==> src/rtl/mdu_issue_ctrl.sv <==
// Issue/hold controller in front of the multi-cycle multiply/divide unit.
// It latches one op, holds the MDU request until data_ok, then holds the result until retirement.
package mdu_issue_pkg;
  typedef enum logic [3:0] {
    ALU_MUL    = 4'd0,
    ALU_MULH   = 4'd1,
    ALU_MULHSU = 4'd2,
    ALU_MULHU  = 4'd3,
    ALU_DIV    = 4'd4,
    ALU_DIVU   = 4'd5,
    ALU_REM    = 4'd6,
    ALU_REMU   = 4'd7,
    ALU_MULW   = 4'd8,
    ALU_DIVW   = 4'd9,
    ALU_DIVUW  = 4'd10,
    ALU_REMW   = 4'd11,
    ALU_REMUW  = 4'd12
  } alufunc_t;
endpackage

module mdu_issue_ctrl
  import mdu_issue_pkg::*;
#(
  parameter int WIDTH   = 64,
  parameter int DST_W   = 5,
  parameter int TIMEOUT = 255
) (
  input  logic             clk,
  input  logic             reset,
  input  logic             flush,
  input  logic             in_valid,
  output logic             in_ready,
  input  logic [WIDTH-1:0] in_a,
  input  logic [WIDTH-1:0] in_b,
  input  alufunc_t         in_func,
  input  logic [DST_W-1:0] in_dst,
  output logic             mdu_valid,
  output logic [WIDTH-1:0] mdu_a,
  output logic [WIDTH-1:0] mdu_b,
  output alufunc_t         mdu_func,
  input  logic [WIDTH-1:0] mdu_result,
  input  logic             mdu_data_ok,
  output logic             out_valid,
  input  logic             out_ready,
  output logic [WIDTH-1:0] out_result,
  output logic [DST_W-1:0] out_dst,
  output logic             stall,
  output logic             err
);

  localparam logic [7:0] TIMEOUT_C = 8'(TIMEOUT);

  typedef enum logic [1:0] {
    IDLE = 2'd0,
    BUSY = 2'd1,
    DONE = 2'd2
  } state_t;

  state_t           state_r, state_s, nxt_s;
  logic             acc_s, cap_s, accept_s, capture_s;
  logic [WIDTH-1:0] a_r, b_r, result_r;
  alufunc_t         func_r;
  logic [DST_W-1:0] dst_r, out_dst_r;
  logic [7:0]       cnt_r, cnt_inc_s;
  logic             err_r;

  assign mdu_a      = a_r;
  assign mdu_b      = b_r;
  assign mdu_func   = func_r;
  assign out_result = result_r;
  assign out_dst    = out_dst_r;
  assign err        = err_r;

  // State register.
  always_ff @(posedge clk or posedge reset) begin
    if (reset) state_r <= IDLE;
    else       state_r <= state_s;
  end

  // Next-state and handshake decode; flush wins over every other input.
  always_comb begin
    nxt_s     = state_r;
    acc_s     = 1'b0;
    cap_s     = 1'b0;
    in_ready  = 1'b0;
    mdu_valid = 1'b0;
    out_valid = 1'b0;
    case (state_r)
      IDLE: begin
        in_ready = 1'b1;
        if (in_valid) begin
          acc_s = 1'b1;
          nxt_s = BUSY;
        end else begin
          nxt_s = IDLE;
        end
      end
      BUSY: begin
        mdu_valid = 1'b1;
        if (mdu_data_ok) begin
          cap_s = 1'b1;
          nxt_s = DONE;
        end else begin
          nxt_s = BUSY;
        end
      end
      DONE: begin
        // Passing through DONE keeps mdu_valid low for a cycle so the MDU restarts.
        out_valid = 1'b1;
        in_ready  = out_ready;
        if (out_ready && in_valid) begin
          acc_s = 1'b1;
          nxt_s = BUSY;
        end else if (out_ready) begin
          nxt_s = IDLE;
        end else begin
          nxt_s = DONE;
        end
      end
      default: nxt_s = IDLE;
    endcase
    state_s   = flush ? IDLE : nxt_s;
    accept_s  = acc_s & ~flush;
    capture_s = cap_s & ~flush;
    stall     = (state_r == BUSY) | ((state_r == DONE) & ~out_ready) | (in_valid & ~in_ready);
  end

  // Operand latch and result hold registers.
  always_ff @(posedge clk or posedge reset) begin
    if (reset) begin
      a_r       <= {WIDTH{1'b0}};
      b_r       <= {WIDTH{1'b0}};
      func_r    <= ALU_MUL;
      dst_r     <= {DST_W{1'b0}};
      result_r  <= {WIDTH{1'b0}};
      out_dst_r <= {DST_W{1'b0}};
    end else begin
      if (accept_s) begin
        a_r    <= in_a;
        b_r    <= in_b;
        func_r <= in_func;
        dst_r  <= in_dst;
      end
      if (capture_s) begin
        result_r  <= mdu_result;
        out_dst_r <= dst_r;
      end
    end
  end

  assign cnt_inc_s = (cnt_r == 8'hFF) ? cnt_r : cnt_r + 8'd1;

  // Busy-cycle watchdog; err is sticky until reset, flush leaves it alone.
  always_ff @(posedge clk or posedge reset) begin
    if (reset) begin
      cnt_r <= 8'd0;
      err_r <= 1'b0;
    end else begin
      if ((state_r == BUSY) && !flush && !mdu_data_ok) cnt_r <= cnt_inc_s;
      else                                             cnt_r <= 8'd0;
      if ((state_r == BUSY) && (cnt_inc_s >= TIMEOUT_C)) err_r <= 1'b1;
    end
  end

endmodule

==> config.mk <==
export PLATFORM = sky130hd
export DESIGN_NAME = mdu_issue_ctrl
export DESIGN_NICKNAME = d
export VERILOG_FILES = /design/src/rtl/mdu_issue_ctrl.sv
export SDC_FILE = /design/constraint.sdc
export NUM_CORES = 1
export LEC_CHECK = 0
export CORE_AREA = 2 2 161 163
export DETAILED_ROUTE_END_ITERATION = 10
export DIE_AREA = 0 0 163 165
export PLACE_DENSITY_LB_ADDON = 0.2
export SYNTH_ARGS = -nofsm -noshare
export SYNTH_HDL_FRONTEND = slang
export SYNTH_SLANG_ARGS = --single-unit
==> constraint.sdc <==
create_clock -name clk -period 10.1 [get_ports clk]
set_input_delay 2.525 -clock clk [delete_from_list [all_inputs] [get_ports clk]]
set_output_delay 2.525 -clock clk [all_outputs]
set_load 0.03 [all_outputs]
==> key figures <==
Placement
  • Dpl hpwl: 16,200 um
  • Placed cell area: 0.0127 mm^2
  • Number of port buffers: 412
  • Placer congestion estimate: 0.770

Floorplanning
  • Die Y: 165 um
  • Row count: 58
  • Die Wd: 163 um
  • Top Ports: 413
  • Total core area: 0.0250 mm^2
  • Die footprint: 0.0269 mm^2
  • Initial Util: 33.3%

Global routing
  • Total GRT Usage: 16.0%
  • Met1 usage: 18.6%
  • Vias in the first global route: 6,049
  • First-pass GRT wire length: 33,800 um
  • Grt met3 use: 5.90%
  • Met2 Usage GRT: 27.5%
  • Total grt overflow: 0
  • Initial antenna violation count: 2
  • Busiest grt layer: met2
  • Largest net degree at the start of global routing: 119

Drt
  • WL per Instance: 17.6 um
  • Routed Antenna Nets: 0
  • Residual DRC count: 0
  • Vias: 5,764
  • Initial DRC Count: 255
  • Pre-Repair DR Iteration Count: 4
  • Vias per cell: 4.51
  • Total wire length: 22,400 um

Power
  • Static leakage: 5.55 nW
  • Tot Pwr: 3.25 mW
  • IR drop worst, VDD: 154 uV
  • PD cells: 240 mW/mm^2

Timing
  • Fin. Hold Viols: 0
  • Final min period: 6490 ps
  • FMAX: 154 MHz
  • Slew at the pin with the worst max-slew slack: 982 ps
  • Setup tns final: 0 ps
  • Max-Slew Margin vs Limit: 34.6%
  • Final period util: 64.2%
  • Worst Skew: 9.56 ps
  • # setup viols final: 0
  • RSZ-0062 raised after global routing: false
  • Final max-slew violation count: 0

CTS
  • CTS Sinks: 217
  • H-tree depth: 1
  • TritonCTS Buffers: 25
  • Postcts setup bufs: 0
  • Clock slew at reported path FFs: 60 ps
  • Hold-fix buffers, CTS: 0
  • Post-cts sizing count: 0
  • Clk_lat worst skew: 510 ps
  • Max clock buf depth: 3
  • TritonCTS clock tree: yes
  • Clk root buf: clkbuf_16

Synthesis
  • Top FF cell, synth: dfrtp_1
  • Asr flop ratio synth: 100%
  • Syn Nets: 717
  • Synth Warn #: 0
  • Number of flops mapped to enable cells by yosys: 0
  • Syn_area_per_cell: 16.4 um^2
  • FF+latch count, synth: 217
  • Netlist cell types: 37
  • Post-Syn Instances: 509
  • Top-area cell type share of the netlist area: 65.2%
  • Sequential-to-total area share from yosys stat: 65.2%
  • Mapped Area: 0.00833 mm^2
  • Dominant cell type by area after synthesis: dfrtp_1
  • Area contributors post-synth: dfrtp_1 65%, mux2_2 26%, buf_6 1.8%

Setup path
  • Critical Path End Type: primary output
  • Max FO, Critical Path: 3
  • Startpoint Class: primary input
  • Crit path kind: primary input to primary output
  • CP required: 7580 ps
  • Data arrival, critical path: 3960 ps

Final layout
  • Most frequent cells in the layout: 412 x clkdlybuf4s50_1, 217 x dfrtp_1, 195 x mux2_2
  • Final nets: 1,136
  • Commonest non-fill, non-tap cell in the layout: clkdlybuf4s50_1
  • Layout cell share with drive strength beyond 1: 26.0%
  • Fill cell count: 2,149
  • Area of the multi-input gates: 0.00268 mm^2
  • Final Instance Area: 0.0135 mm^2
  • Reg area: 0.00543 mm^2
  • Area added between synthesis and finish: 62.6%

Outcome
  • Run status: completed

Job
  • Maximum capacitance violations: 0

Min path
  • Hold/Removal Path Class: flip-flop to flip-flop
## cell type report
cell class,instances,share of cell area (%)
flip-flops and latches,217,40.1
repair buffers,417,30.7
multi-input cells,260,19.8
clock buffers,38,5.64
well taps,330,3.05
clock inverters,7,0.471
inverters,7,0.249
diodes,1,0.0185
## report_power, final
group,switching [mW],internal [mW]
Clock,0.352,0.545
Combinational,0.622,0.559
Sequential,0.0989,1.07
## final timing paths
| kind | start | endpoint | slack [ps] | depth (start not counted) |
|---|---|---|---|---|
| setup / recovery | out_ready | stall | 3610 | 5 |
| hold / removal | out_result[47] | out_result[47] | 480 | 1 |
| setup reg to reg | state_r[0] | mdu_a[17] | 7870 | 4 |
| hold reg to reg | out_result[47] | out_result[47] | 480 | 1 |
| max in group asynchronous | reset | out_result[9] | 6230 | 3 |
| min in group asynchronous | reset | out_result[0] | 2550 | 2 |
## synthesized netlist by cell type (2+ instances only)
| master | number |
|---|---|
| a21oi_1 | 8 |
| a31oi_1 | 3 |
| buf_2 | 7 |
| buf_4 | 3 |
| buf_6 | 13 |
| clkbuf_1 | 2 |
| dfrtp_1 | 217 |
| inv_1 | 7 |
| mux2_1 | 11 |
| mux2_2 | 195 |
| nand2_1 | 7 |
| nand2b_1 | 3 |
| nand3_1 | 4 |
| nor2_1 | 4 |
| nor3b_2 | 2 |
| xnor2_1 | 2 |
## state kept, by name, summed over array words and instances, names as in the netlist
register    count
out_result     64
out_dst         5
state_r         2
cnt_r           8
mdu_a          64
mdu_func        4
dst_r           5
mdu_b          64
err             1
## per-stage QoR
stage | std cells | hold WS (ps) | worst slack [ps] | utilization (%)
6_report | 1277 | 483 | 3610 | 54.1
4_1_cts | 1276 | 489 | 3620 | 54.1
2_1_floorplan | 509 | 475 | 1640 | -
3_5_place_dp | 1231 | 475 | 3620 | 50.8
5_1_grt | 1277 | 502 | 3570 | 54.1
3_3_place_gp | 1231 | 468 | 3660 | 50.8
## metal layers
layer	routed length, um	up-vias
met5	10	-
met4	576	2
met3	2080	42
met2	11300	231
met1	8470	2837
li1	-	2652
## critical path: stages
cell and delay (ps):
clkdlybuf4s50_1 430, inv_1 80, a21oi_2 70, a31oi_1 150, clkdlybuf4s50_1 700
## kinds of logic after synthesis
family	count (synthesis)	synth area share [%]
and+or+nand+nor	30	2.06
xor gates and xnor gates	3	0.315
buffers and inverters	32	2.85
DFF	217	65.2
adders and majority gates	1	0.150
muxes	207	28.0
AOI/OAI and AO/OA	19	1.49
Power figures use the tool's default switching activity.
